$ cat src/rtl/twiddle_seq.sv
// Twiddle-factor sequencer: walks (stage, index) pairs, fetches twiddles from ROM and streams them through a 2-entry FIFO.
// Optional macro TWSEQ_INVERSE_EN adds an inv input that negates (with saturation) every imaginary word.
module twiddle_seq #(
    parameter int WORDSIZE = 16,
    parameter int ADDRSIZE = 5,
    parameter int NUMADDR  = 32
) (
    input  logic                clk,
    input  logic                rst_n,
    input  logic                start,
`ifdef TWSEQ_INVERSE_EN
    input  logic                inv,
`endif
    output logic                busy,
    output logic                done,
    output logic                rom_cs,
    output logic [ADDRSIZE-1:0] rom_addr,
    input  logic [WORDSIZE-1:0] rom_data1,
    input  logic [WORDSIZE-1:0] rom_data2,
    output logic [WORDSIZE-1:0] tw_re,
    output logic [WORDSIZE-1:0] tw_im,
    output logic [2:0]          tw_stage,
    output logic [ADDRSIZE-1:0] tw_index,
    output logic                tw_valid,
    input  logic                tw_ready,
    output logic                tw_last
);

    typedef enum logic [1:0] {IDLE, RUN, DRAIN, DONE} state_t;

    typedef struct packed {
        logic [WORDSIZE-1:0] re;
        logic [WORDSIZE-1:0] im;
        logic [2:0]          s;
        logic [ADDRSIZE-1:0] j;
    } entry_t;

    localparam logic [2:0]          LAST_S = 3'(ADDRSIZE);
    localparam logic [ADDRSIZE-1:0] LAST_J = ADDRSIZE'(NUMADDR - 1);

    state_t              state, state_next;
    logic [2:0]          s;
    logic [ADDRSIZE-1:0] j;
    logic                infl;
    logic [2:0]          infl_s;
    logic [ADDRSIZE-1:0] infl_j;
    entry_t              fifo [2];
    entry_t              head;
    logic                wr_ptr, rd_ptr;
    logic [1:0]          count, count_next;
    logic                pop, issue, last_issue;
    logic [WORDSIZE-1:0] cap_im;

    // Bit-reversed style twiddle address: keep the low s bits of j, left-justified in the address.
    function automatic logic [ADDRSIZE-1:0] tw_addr(input logic [2:0] stage,
                                                   input logic [ADDRSIZE-1:0] idx);
        logic [ADDRSIZE:0]   mask;
        logic [ADDRSIZE-1:0] masked;
        logic [2:0]          shamt;
        mask   = ((ADDRSIZE+1)'(1) << stage) - (ADDRSIZE+1)'(1);
        masked = idx & mask[ADDRSIZE-1:0];
        shamt  = LAST_S - stage;
        return masked << shamt;
    endfunction

`ifdef TWSEQ_INVERSE_EN
    localparam logic [WORDSIZE-1:0] MOST_NEG = {1'b1, {(WORDSIZE-1){1'b0}}};
    logic inv_q;

    always_ff @(posedge clk or negedge rst_n) begin
        if (!rst_n)
            inv_q <= 1'b0;
        else if (state == IDLE && start)
            inv_q <= inv;
    end

    assign cap_im = !inv_q ? rom_data2 :
                    (rom_data2 == MOST_NEG) ? ~MOST_NEG : -rom_data2;
`else
    assign cap_im = rom_data2;
`endif

    // NOTE: every signal assigned here gets a default first, so no path leaves one unassigned and no latch is inferred.
    always_comb begin
        head       = fifo[rd_ptr];
        tw_valid   = (count != 2'd0);
        pop        = tw_valid && tw_ready;
        // Credit: room for one more word counting what is already on its way from the ROM.
        issue      = (state == RUN) && (((count + 2'(infl)) < 2'd2) || pop);
        last_issue = issue && (s == LAST_S) && (j == LAST_J);
        count_next = count + 2'(infl) - 2'(pop);
        state_next = state;
        case (state)
            IDLE:    if (start) state_next = RUN;
            RUN:     if (last_issue) state_next = DRAIN;
            DRAIN:   if (count_next == 2'd0) state_next = DONE;
            DONE:    state_next = IDLE;
            default: state_next = IDLE;
        endcase
    end

    assign busy     = (state == RUN) || (state == DRAIN);
    assign rom_cs   = busy;
    assign done     = (state == DONE);
    assign tw_re    = head.re;
    assign tw_im    = head.im;
    assign tw_stage = head.s;
    assign tw_index = head.j;
    assign tw_last  = tw_valid && (head.s == LAST_S) && (head.j == LAST_J);

    // NOTE: state registers use non-blocking assignments so every flop samples pre-edge values.
    always_ff @(posedge clk or negedge rst_n) begin
        if (!rst_n)
            state <= IDLE;
        else
            state <= state_next;
    end

    always_ff @(posedge clk or negedge rst_n) begin
        if (!rst_n) begin
            s        <= '0;
            j        <= '0;
            rom_addr <= '0;
            infl     <= 1'b0;
            infl_s   <= '0;
            infl_j   <= '0;
        end else begin
            infl <= issue;
            if (state == IDLE && start) begin
                s <= '0;
                j <= '0;
            end else if (issue) begin
                rom_addr <= tw_addr(s, j);
                infl_s   <= s;
                infl_j   <= j;
                if (j == LAST_J) begin
                    j <= '0;
                    s <= s + 3'd1;
                end else begin
                    j <= j + ADDRSIZE'(1);
                end
            end
        end
    end

    // NOTE: the FIFO storage is reset too, because its head drives outputs that must read 0 during reset.
    always_ff @(posedge clk or negedge rst_n) begin
        if (!rst_n) begin
            for (int i = 0; i < 2; i++) fifo[i] <= '0;
            wr_ptr <= 1'b0;
            rd_ptr <= 1'b0;
            count  <= 2'd0;
        end else begin
            if (infl) begin
                fifo[wr_ptr] <= '{re: rom_data1, im: cap_im, s: infl_s, j: infl_j};
                wr_ptr       <= ~wr_ptr;
            end
            if (pop) rd_ptr <= ~rd_ptr;
            count <= count_next;
        end
    end

endmodule

$ cat config.mk
export PLATFORM = sky130hd
export DESIGN_NAME = twiddle_seq
export DESIGN_NICKNAME = d
export VERILOG_FILES = /design/src/rtl/twiddle_seq.sv
export SDC_FILE = /design/constraint.sdc
export NUM_CORES = 1
export LEC_CHECK = 0
export CAP_MARGIN = 20
export CORE_MARGIN = 5
export CORE_UTILIZATION = 53
export CTS_CLUSTER_SIZE = 25
export DETAILED_ROUTE_END_ITERATION = 7
export PLACE_DENSITY = 0.8
export SKIP_LAST_GASP = 1
export SYNTH_ARGS = -nofsm -noshare
export SYNTH_HDL_FRONTEND = slang
export SYNTH_SLANG_ARGS = --single-unit
$ cat constraint.sdc
create_clock -name clk -period 3.3 [get_ports clk]
set_input_delay 0.33 -clock clk [delete_from_list [all_inputs] [get_ports clk]]
set_output_delay 0.33 -clock clk [all_outputs]
set_load 0.01 [all_outputs]
==> reports/results.tsv, run 1 <==
stage	metric	value	unit
job	total of max-cap violations	0	
power_and_ir_drop	Clock power frac	16.1	%
power_and_ir_drop	Power Density	929.2	nW/um^2
global_route	global-route usage over all layers	17.99	%
timing	Slew @ Worst Pin	994.6	ps
placement	HPWL after DPL	7054	um
global_route	grt ovf	0	
floorplan	starting density of the core	54.43	%
clocking	clk slew on worst S/H paths	90	ps
drt	final wirelength	9887	um
synth	flip-flop and latch count after synthesis	108	
worst_setup_path	critical path capture point type	primary output	
drt	drt drc	0	
worst_setup_path	crit-path cells	mux2_2, nand4b_1, nor3_1, clkdlybuf4s50_1	
synth	library cells used by synthesis	45	
floorplan	DIE AREA	11540	sq um
synth	EDFF count, synth	0	
synth	synthesis warning total	0	
clocking	# clock sinks	108	
layout	area grow syn2layout	24.15	%
clocking	H-tree depth	3	
timing	min Tclk post-route	2547	ps
floorplan	die height	107.4	um
placement	Buffers on Ports	85	
synth	mux cell area share after synthesis	29.60	%
timing	Slew Viols, Final	0	
power_and_ir_drop	Leak Pwr	2.686	nW
worst_setup_path	worst reg-to-reg path cell count	9	
global_route	antenna violations before repair	0	
global_route	largest net degree at the start of global routing	67	
power_and_ir_drop	switching portion of total power	30.85	%
placement	routability cong.	0.8678	
hold_path	Hold WC Path Type	primary input to asynchronous set/reset pin	
layout	final net count	503	
drt	DR pass1 iterations	4	
run_status	status	completed	
synth	cell accounting for the most synthesized area	dfrtp_1	
timing	Setup-failing EPs final	0	
floorplan	Core Area	9240	sq um
drt	wire per inst	16.96	um
clocking	total CTS buffers	9	
timing	crit share post-route	77.17	%
layout	Fill cells	677	
global_route	first-pass GRT wire length	16470	um
synth	top cells by instance count after synthesis	mux2_2 (130), dfrtp_1 (108), ha_1 (16), nand2_1 (16), clkbuf_1 (11)	
power_and_ir_drop	worst vdd ir	0.6013	mV
synth	asr flop ratio synth	100.0	%
worst_setup_path	Max Fanout on Critical Path	12	
floorplan	IO Count	86	
clocking	Post-CTS Setup Inserts	0	
synth	Mean Syn Cell Area	13.67	sq um
global_route	busiest grt layer	met2	
drt	initial DRC count	52	
synth	xor-xnor portion of the synthesized cell area	1.020	%
timing	slew margin rel.	33.46	%
worst_setup_path	slowest cell on the critical path	clkdlybuf4s50_1	
worst_setup_path	WP data required	2970	ps
timing	setup ws final	753.4	ps
global_route	grt met1 use	23.52	%
placement	placed insts	569	
timing	f_max	392.7	MHz
worst_setup_path	R2R setup slack	770	ps
global_route	GR Util met3	3.959	%
synth	Simple-Gate Fraction of Synth Area	5.473	%
drt	via/cell ratio	5.412	
clocking	CTS-repair resized insts	0	
worst_setup_path	R2R Path Start	s[0]	
layout	Post-Layout Cell Count	583	
worst_setup_path	Worst R2R End	rom_addr[4]	
synth	top-count cell post-synth	mux2_2	
drt	Detail Route Antenna Nets	0	
drt	via count	3155	
synth	ys flop type	dfrtp_1	
clocking	clk buf depth	2	
layout	# diodes	0	
placement	pre-CTS setup slack	814.0	ps
layout	layout cell share with drive strength beyond 1	35.68	%
synth	Synth Area in Compound Gates	3.930	%
global_route	routing usage on met2	30.34	%
synth	largest family of logic cells by synthesized area	multiplexers	
synth	Mapped Nets	420	
timing	final hold vios	0	
synth	Area contributors post-synth	dfrtp_1 (54%), mux2_2 (29%), ha_1 (4.0%)	
synth	Cell Area, Synth	5030	sq um
worst_setup_path	crit start category	register	
synth	Synth Instances	368	
worst_setup_path	crit-path max cell delay	560	ps
synth	Synth Area in Adders	3.980	%
clocking	cts hold-fix bufs	0	
floorplan	number of cell rows	35	
power_and_ir_drop	Seq pwr share	37.6	%
timing	Post-Route Skew	5.880	ps
worst_setup_path	Critical Path AT	2220	ps
power_and_ir_drop	Int Power	0.004013	W
synth	top-area cell type share of the netlist area	53.73	%
floorplan	Die X	107.4	um
clocking	Clk Latency, worst-skew pair	360	ps
worst_setup_path	WS Path Type	register to primary output	
timing	RSZ-0062 raised after global routing	no	
clocking	CTS tree	done	
global_route	vias in the first global route	3330	
clocking	CTS root buf	clkbuf_8	
power_and_ir_drop	switching pwr	0.001790	W
synth	sequential share of the synthesized area	53.73	%
timing	TNS Setup	0	ps
power_and_ir_drop	Logic pwr share	46.3	%
==> how the worst max path moves through the flow <==
stage / from / endpoint / slack, ps / depth (start not counted)
finish: rd_ptr / tw_last / 750 / 4
floorplan: s[1] / rom_addr[4] / 920 / 10
detailed placement: s[0] / rom_addr[4] / 810 / 9
global route: s[1] / rom_addr[2] / 650 / 9
global placement: s[0] / rom_addr[4] / 870 / 9
CTS: rd_ptr / tw_last / 730 / 4
==> layout by cell type (no fill, tap or decap), types with 2 or more instances in the layout <==
cell type	n
a21oi_1	7
a22o_1	2
a31oi_1	2
and2_1	2
and3_1	2
buf_4	6
bufinv_16	3
clkbuf_8	10
clkdlybuf4s50_1	84
dfrtp_1	107
ha_1	16
inv_1	8
mux2_2	130
nand2_1	15
nand2b_1	3
nand3_1	4
nand4_1	2
nor2_1	5
nor2b_1	3
nor3_1	3
nor3b_1	2
o211ai_1	2
o21ai_0	7
o41ai_1	2
xnor2_1	2
xor2_1	2
==> registers in the layout, indices dropped and copies added (netlist names) <==
| register | count |
|---|---|
| fifo | 80 |
| infl_j | 5 |
| j | 5 |
| rom_addr | 5 |
| infl_s | 3 |
| s | 3 |
| count | 2 |
| state | 2 |
| infl | 1 |
| rd_ptr | 1 |
| wr_ptr | 1 |
==> worst max-delay path, delay by kind of cell (launching register included) <==
kind | cells | cell delay [ps]
and+or+nand+nor | 2 | 360
DFF | 1 | 550
buffers and inverters | 1 | 560
muxes | 1 | 390
==> metrics by stage <==
| step | hold WS [ps] | utilization (%) | power, W | instance area (sq um) |
|---|---|---|---|---|
| after global routing | 103.0 | 67.58 | 0.006171 | 6245 |
| after detailed placement | 472.1 | 65.02 | 0.004924 | 6008 |
| after CTS | 75.83 | 67.58 | 0.005877 | 6245 |
| final | 47.16 | 67.58 | 0.005803 | 6245 |
| after global placement | 462.9 | 65.02 | 0.004828 | 6008 |
| after floorplan | 34.41 | - | 0.003799 | 5030 |
==> layer usage <==
layer	vias up	share of wire, %
li1	1480	-
met1	1615	44
met2	50	51
met3	10	3.7
met4	0	1.3
met5	-	0
==> power by group through the flow <==
stage | Combinational [W] | Sequential [W] | Clock [W]
floorplan | 0.00172 | 0.00208 | 0
global placement | 0.00267 | 0.00216 | 0
detailed placement | 0.00272 | 0.00221 | 0
CTS | 0.00274 | 0.00218 | 0.000959
global route | 0.00290 | 0.00225 | 0.00101
finish | 0.00269 | 0.00218 | 0.000935
==> cell families after synthesis <==
kind of cell | count (synthesis)
XOR/XNOR | 5
adder cells (fa/ha/maj) | 16
buffers and inverters | 27
multiplexers | 132
AND/OR/NAND/NOR | 51
AO/OA/AOI/OAI | 29
flip-flops | 108
==> layout make-up <==
| cell class | instances | area (sq um) | share of cell area (%) |
|---|---|---|---|
| Clock inverter | 4 | 98.84 | 1.583 |
| Clock buffer | 10 | 137.6 | 2.204 |
| Inverter | 9 | 33.78 | 0.5410 |
| Tap cell | 129 | 161.4 | 2.585 |
| Timing Repair Buffer | 90 | 885.9 | 14.19 |
| Sequential cell | 108 | 2704 | 43.30 |
| Multi-Input combinational cell | 233 | 2223 | 35.60 |
Note: power is estimated with default switching activity, not from simulation.
==> run 2: changes to the inputs <==
CORE_UTILIZATION = 48   (was 53)
PLACE_DENSITY = 0.76   (was 0.8)
clock period = 2.1 ns   (was 3.3 ns; I/O delays follow)
==> run 2 against run 1 <==
Total power is 57% higher. Sequential share of layout area is 2.8 points lower. Critical path type is now register to register. First-iteration DRC count is 48% higher.
==> reports/results.tsv, run 2 (same netlist as run 1, synthesis figures left out) <==
stage	metric	value	unit	change
layout	Post-Layout Cell Count	625		+7.2%
global_route	first-pass GRT wire length	17570	um	+6.7%
timing	final hold vios	0		unchanged
timing	RSZ-0062 raised after global routing	yes		
timing	slew margin rel.	70.28	%	+37 points
global_route	antenna violations before repair	0		unchanged
power_and_ir_drop	worst vdd ir	0.7641	mV	+27%
timing	Slew @ Worst Pin	445.8	ps	-548.8 ps
clocking	CTS root buf	clkbuf_8		
layout	most frequent cells in the layout	mux2_2 (128), dfrtp_1 (105), clkdlybuf4s50_1 (48)		
clocking	Clk Latency, worst-skew pair	360	ps	about the same
drt	Detail Route Antenna Nets	0		unchanged
drt	via/cell ratio	5.190		-4.1%
layout	commonest non-fill, non-tap cell in the layout	mux2_2		
timing	TNS Setup	0	ps	unchanged
clocking	H-tree depth	3		unchanged
power_and_ir_drop	Power Density	1362	nW/um^2	+47%
floorplan	Core Area	10280	sq um	+11%
placement	HPWL after DPL	7385	um	+4.7%
floorplan	IO Count	86		unchanged
clocking	clk buf depth	2		unchanged
worst_setup_path	crit start category	register		
drt	drt drc	0		unchanged
drt	wire per inst	16.52	um	-2.6%
timing	Slew Viols, Final	0		unchanged
worst_setup_path	critical path capture point type	register		
placement	placed insts	603		+6.0%
layout	area grow syn2layout	32.79	%	
hold_path	Hold WC Path Type	primary input to asynchronous set/reset pin		
layout	cell area after layout	6679	sq um	+7.0%
floorplan	DIE AREA	12630	sq um	+9.4%
layout	Top reg by flops	fifo		
global_route	global-route usage over all layers	17.22	%	-0.77 points
layout	final net count	536		+6.6%
clocking	# clock sinks	108		unchanged
placement	Buffers on Ports	85		unchanged
floorplan	starting density of the core	48.94	%	-5.5 points
worst_setup_path	Critical Path AT	2390	ps	+170 ps
timing	setup ws final	15.87	ps	-737.5 ps
placement	routability cong.	0.8484		-2.2%
clocking	CTS tree	done		
global_route	grt ovf	0		unchanged
job	total of max-cap violations	0		unchanged
layout	layout cell share with drive strength beyond 1	43.35	%	+7.7 points
floorplan	die height	112.4	um	+4.6%
timing	Setup-failing EPs final	0		unchanged
floorplan	Die X	112.4	um	+4.6%
timing	f_max	479.8	MHz	
placement	Placed Area	6304	sq um	+4.9%
clocking	total CTS buffers	9		unchanged
layout	# diodes	0		unchanged
timing	Post-Route Skew	11.55	ps	+5.672 ps
floorplan	number of cell rows	37		+5.7%
worst_setup_path	WP data required	2400	ps	-570 ps
worst_setup_path	Max Fanout on Critical Path	8		-4
global_route	largest net degree at the start of global routing	61		-9.0%
drt	DR pass1 iterations	4		unchanged
worst_setup_path	WS Path Type	register to register		
power_and_ir_drop	Leak Pwr	3.136	nW	+17%
clocking	clk slew on worst S/H paths	100	ps	about the same
drt	final wirelength	10320	um	+4.4%
layout	max reg flops	80		unchanged
timing	crit share post-route	99.24	%	
timing	min Tclk post-route	2084	ps	
drt	via count	3244		+2.8%
drt	initial DRC count	77		+48%
placement	pre-CTS setup slack	-58.17	ps	-872.1 ps
global_route	vias in the first global route	3569		+7.2%
run_status	status	completed		
-- run 2: cell count changes in the layout (fill, tap and decap cells not counted), moves of 3 or more --
cell and delta:
clkdlybuf4s50_1 -36, buf_4 +27, dlygate4sd2_1 +18, dlymetal6s2s_1 +17, ha_1 -6, buf_12 +4, ha_2 +3, ha_4 +3
nand2b_4 +3
-- run 2: where the power goes --
group	total [W]	internal (W)	switching [W]
registers	0.00333	0.00292	0.000409
clock network	0.00131	0.000650	0.000663
logic	0.00445	0.00266	0.00179
-- run 2: path summary, 6_finish.rpt --
| path | start | to | slack [ps] | cells past startpoint |
|---|---|---|---|---|
| worst max register to register | s[1] | rom_addr[4] | 20 | 9 |
| max in group asynchronous | rst_n | fifo[22] | 1090 | 3 |
| worst min register to register | rom_addr[1] | rom_addr[1] | 490 | 2 |
| min in group clk | rom_data1[12] | fifo[76] | 470 | 2 |
| worst max-delay path | s[1] | rom_addr[4] | 20 | 9 |
| worst min-delay path | rst_n | fifo[40] | 360 | 2 |
-- run 2: layout make-up --
cell class | count | area [sq um]
fillers | 802 | 3598
multi-input cells | 233 | 2320
clock buffers | 13 | 168.9
flip-flops and latches | 108 | 2706
inverters | 9 | 43.79
repair buffers | 123 | 1226
well taps | 136 | 170.2
clock inverters | 3 | 43.79
-- run 2: repair_timing --
action,CTS,global route
pin swaps,2,3
gates resized for setup,28,27
hold buffers,1,0
endpoints found under the setup margin,34,23
cloned,1,0
setup buffers,3,1
endpoints found under the hold margin,32,0
-- run 2: routing by layer --
metal	part of all wire, %	wire length, um	up-vias	track usage [%]
li1	-	-	1552	-
met1	45	4660	1621	22.07
met2	49	5082	59	28.84
met3	3.9	398	12	3.989
met4	1.8	183	0	5.849
met5	0	0	-	0
-- run 2: through the flow --
step	util [%]	power, W	hold WS, ps
floorplan	-	0.005980	-85.59
global placement	61.33	0.007773	180.8
detailed placement	61.33	0.007921	188.2
CTS	64.23	0.009261	350.2
global route	64.99	0.009714	386.7
finish	64.99	0.009094	361.1
-- run 2: critical path: stages (launching register included) --
cell and delay (ps):
dfrtp_2 460, buf_4 150, buf_4 160, ha_1 180
ha_2 180, nor2b_2 120, mux2i_1 220, a31oi_1 100
a221o_1 310, a21oi_2 130
==> run 3: changes to the inputs <==
ABC_AREA = 1   (was unset)
CORE_MARGIN = 2   (was 5)
==> run 3 against run 2 <==
Sequential power is 9.0% higher. Worst hold slack worse by 11 ps. Area after synthesis is 1.4% higher. Register-to-register slack better by 250 ps. Die area is 9.2% lower. Count of clock-buffer cells in the layout is 3 lower. Sequential cell count stayed put. Fmax is 3.1% higher.
==> reports/results.tsv, run 3 <==
stage	metric	value	unit	change
worst_setup_path	WS Path Type	register to primary output		
clocking	# clock sinks	108		unchanged
synth	EDFF count, synth	0		unchanged
power_and_ir_drop	Tot Pwr	0.009982	W	+9.8%
clocking	CTS root buf	clkbuf_8		
hold_path	Hold WC Path Type	primary input to asynchronous set/reset pin		
synth	Synth Instances	624		+70%
timing	slew margin rel.	60.99	%	-9.3 points
timing	Setup-failing EPs final	0		unchanged
timing	Post-Route Skew	17.85	ps	+6.301 ps
drt	initial DRC count	344		+350%
layout	commonest non-fill, non-tap cell in the layout	nand2_1		
drt	via/cell ratio	4.978		-4.1%
layout	layout cell share with drive strength beyond 1	8.006	%	-35 points
worst_setup_path	CP startpoint	rd_ptr		
clocking	Clk Latency, worst-skew pair	370	ps	about the same
synth	Mean Syn Cell Area	8.171	sq um	-40%
timing	f_max	494.6	MHz	+3.1%
worst_setup_path	Worst R2R End	rom_addr[4]		
timing	Slew Viols, Final	0		unchanged
drt	final wirelength	11130	um	+7.8%
power_and_ir_drop	Power Density	1555	nW/um^2	+14%
global_route	largest net degree at the start of global routing	81		+33%
synth	Cell Area, Synth	5099	sq um	+1.4%
power_and_ir_drop	Leak Pwr	3.297	nW	+5.1%
worst_setup_path	WP data required	1890	ps	-510 ps
power_and_ir_drop	Int Power	0.006012	W	-3.5%
worst_setup_path	crit start category	register		
clocking	H-tree depth	3		unchanged
worst_setup_path	slowest cell on the critical path	clkdlybuf4s50_1		
job	total of max-cap violations	0		unchanged
layout	area grow syn2layout	25.89	%	
clocking	CTS tree	done		
worst_setup_path	R2R setup slack	270	ps	+250 ps
layout	most frequent cells in the layout	nand2_1 (241), dfrtp_1 (105), o21ai_0 (86)		
floorplan	Die X	107.1	um	-4.7%
floorplan	IO Count	86		unchanged
global_route	vias in the first global route	4064		+14%
worst_setup_path	worst reg-to-reg path cell count	12		+3
worst_setup_path	Critical Path AT	1810	ps	-580 ps
synth	Area contributors post-synth	dfrtp_1 (53%), nand2_1 (18%), o21ai_0 (8.4%)		
global_route	antenna violations before repair	0		unchanged
layout	max reg flops	80		unchanged
placement	placed insts	830		+38%
synth	library cells used by synthesis	36		-20%
synth	synthesis warning total	0		unchanged
worst_setup_path	Max Fanout on Critical Path	20		+12
floorplan	starting density of the core	49.39	%	+0.45 points
global_route	grt ovf	0		unchanged
synth	Mapped Nets	676		+61%
worst_setup_path	crit-path max cell delay	540	ps	+80 ps
synth	top-area cell type share of the netlist area	53.01	%	-0.73 points
clocking	clk buf depth	2		unchanged
drt	DR pass1 iterations	5		+1
timing	min Tclk post-route	2022	ps	-62.34 ps
clocking	total CTS buffers	9		unchanged
power_and_ir_drop	Clock power frac	13.1	%	-1.3 points
floorplan	Core Area	10320	sq um	+0.45%
floorplan	die height	107.1	um	-4.7%
synth	cell accounting for the most synthesized area	dfrtp_1		
worst_setup_path	crit-path cells	bufbuf_16, nand2_1, nand2_1, clkdlybuf4s50_1		
layout	cell area after layout	6419	sq um	-3.9%
placement	Placed Area	6142	sq um	-2.6%
placement	HPWL after DPL	7642	um	+3.5%
synth	top cells by instance count after synthesis	nand2_1 (242), dfrtp_1 (108), o21ai_0 (86)		
timing	crit share post-route	96.28	%	-3.0 points
synth	asr flop ratio synth	100.0	%	unchanged
power_and_ir_drop	Logic pwr share	50.6	%	+1.6 points
synth	sequential share of the synthesized area	53.01	%	-0.73 points
worst_setup_path	R2R Path Start	s[1]		
power_and_ir_drop	Seq pwr share	36.4	%	-0.2 points
worst_setup_path	critical path capture point type	primary output		
layout	# diodes	0		unchanged
drt	Detail Route Antenna Nets	0		unchanged
drt	via count	4221		+30%
clocking	clk slew on worst S/H paths	100	ps	about the same
synth	flip-flop and latch count after synthesis	108		unchanged
global_route	global-route usage over all layers	20.24	%	+3.0 points
global_route	first-pass GRT wire length	18600	um	+5.8%
worst_setup_path	most used cell, CP	nand2_1		
timing	Slew @ Worst Pin	585.2	ps	+139.3 ps
layout	Post-Layout Cell Count	848		+36%
floorplan	number of cell rows	37		unchanged
clocking	Post-CTS Setup Inserts	0		-3
power_and_ir_drop	switching pwr	0.003969	W	+39%
synth	top-count cell post-synth	nand2_1		
layout	final net count	759		+42%
placement	routability cong.	0.8148		-4.0%
drt	drt drc	0		unchanged
layout	Top reg by flops	fifo		
drt	wire per inst	13.12	um	-21%
power_and_ir_drop	worst vdd ir	1.131	mV	+48%
run_status	status	completed		
power_and_ir_drop	switching portion of total power	39.77	%	+8.3 points
synth	ys flop type	dfrtp_1		
timing	final hold vios	0		unchanged
floorplan	DIE AREA	11460	sq um	-9.2%
placement	Buffers on Ports	85		unchanged
run 3: final cells by class:
class | instances | area, sq um
tap | 136 | 170.2
multi-input combinational | 415 | 1994
timing repair buffer | 101 | 1062
clock buffer | 10 | 137.6
clock inverter | 6 | 68.82
fill | 841 | 3905
sequential | 108 | 2706
inverter | 72 | 279.0
run 3: through the flow:
stage,utilization (%),worst slack (ps),hold slack (ps),TNS [ps]
after CTS,61.98,-13.26,366.4,-13.26
after global placement,59.50,127.7,210.3,0
after detailed placement,59.50,62.72,221.0,0
final,62.17,78.21,350.6,0
after global routing,62.17,-3.643,398.9,-3.643
after floorplan,-,188.1,-85.59,0
run 3: logic make-up (layout without fill, tap and decap cells):
logic type	Yosys count	count (layout)	synth area share (%)
fa+ha+maj	16	16	3.926
flops	108	108	53.01
buf+inv	101	189	8.024
xor+xnor	3	3	0.5154
simple gates	290	290	23.83
compound gates	106	106	10.70
run 3: power groups by stage:
stage | Combinational (W) | Sequential (W) | Clock (W)
2_1_floorplan | 0.00290 | 0.00351 | 0
3_3_place_gp | 0.00477 | 0.00360 | 0
3_5_place_dp | 0.00494 | 0.00365 | 0
4_1_cts | 0.00507 | 0.00362 | 0.00133
5_1_grt | 0.00563 | 0.00375 | 0.00142
6_report | 0.00505 | 0.00363 | 0.00130
run 3: critical path, delay by kind of cell, from the launching register on:
| kind | cells | cell delay (ps) |
|---|---|---|
| and+or+nand+nor | 2 | 150 |
| buffers and inverters | 2 | 870 |
| DFF | 1 | 440 |
run 3: worst max path at each step:
| stage | end | slack (ps) |
|---|---|---|
| after floorplan | rom_addr[3] | 190 |
| after global placement | tw_last | 130 |
| after detailed placement | tw_last | 60 |
| after CTS | tw_last | -10 |
| after global routing | tw_im[14] | -4 |
| final | tw_im[4] | 80 |
run 3: routing by layer:
metal | share of wire [%] | wire length, um | track usage [%]
met1 | 44 | 4921 | 26.75
met2 | 49 | 5493 | 34.27
met3 | 5.4 | 603 | 3.465
met4 | 0.97 | 108 | 5.844
met5 | 0 | 0 | 0
run 3: repair_timing:
action                                 CTS  global route
resized for setup                        5            10
setup endpoints to repair               27            35
gates cloned                             1             0
hold buffers                             1             0
pin swaps                                0             0
endpoints found under the hold margin   37             0
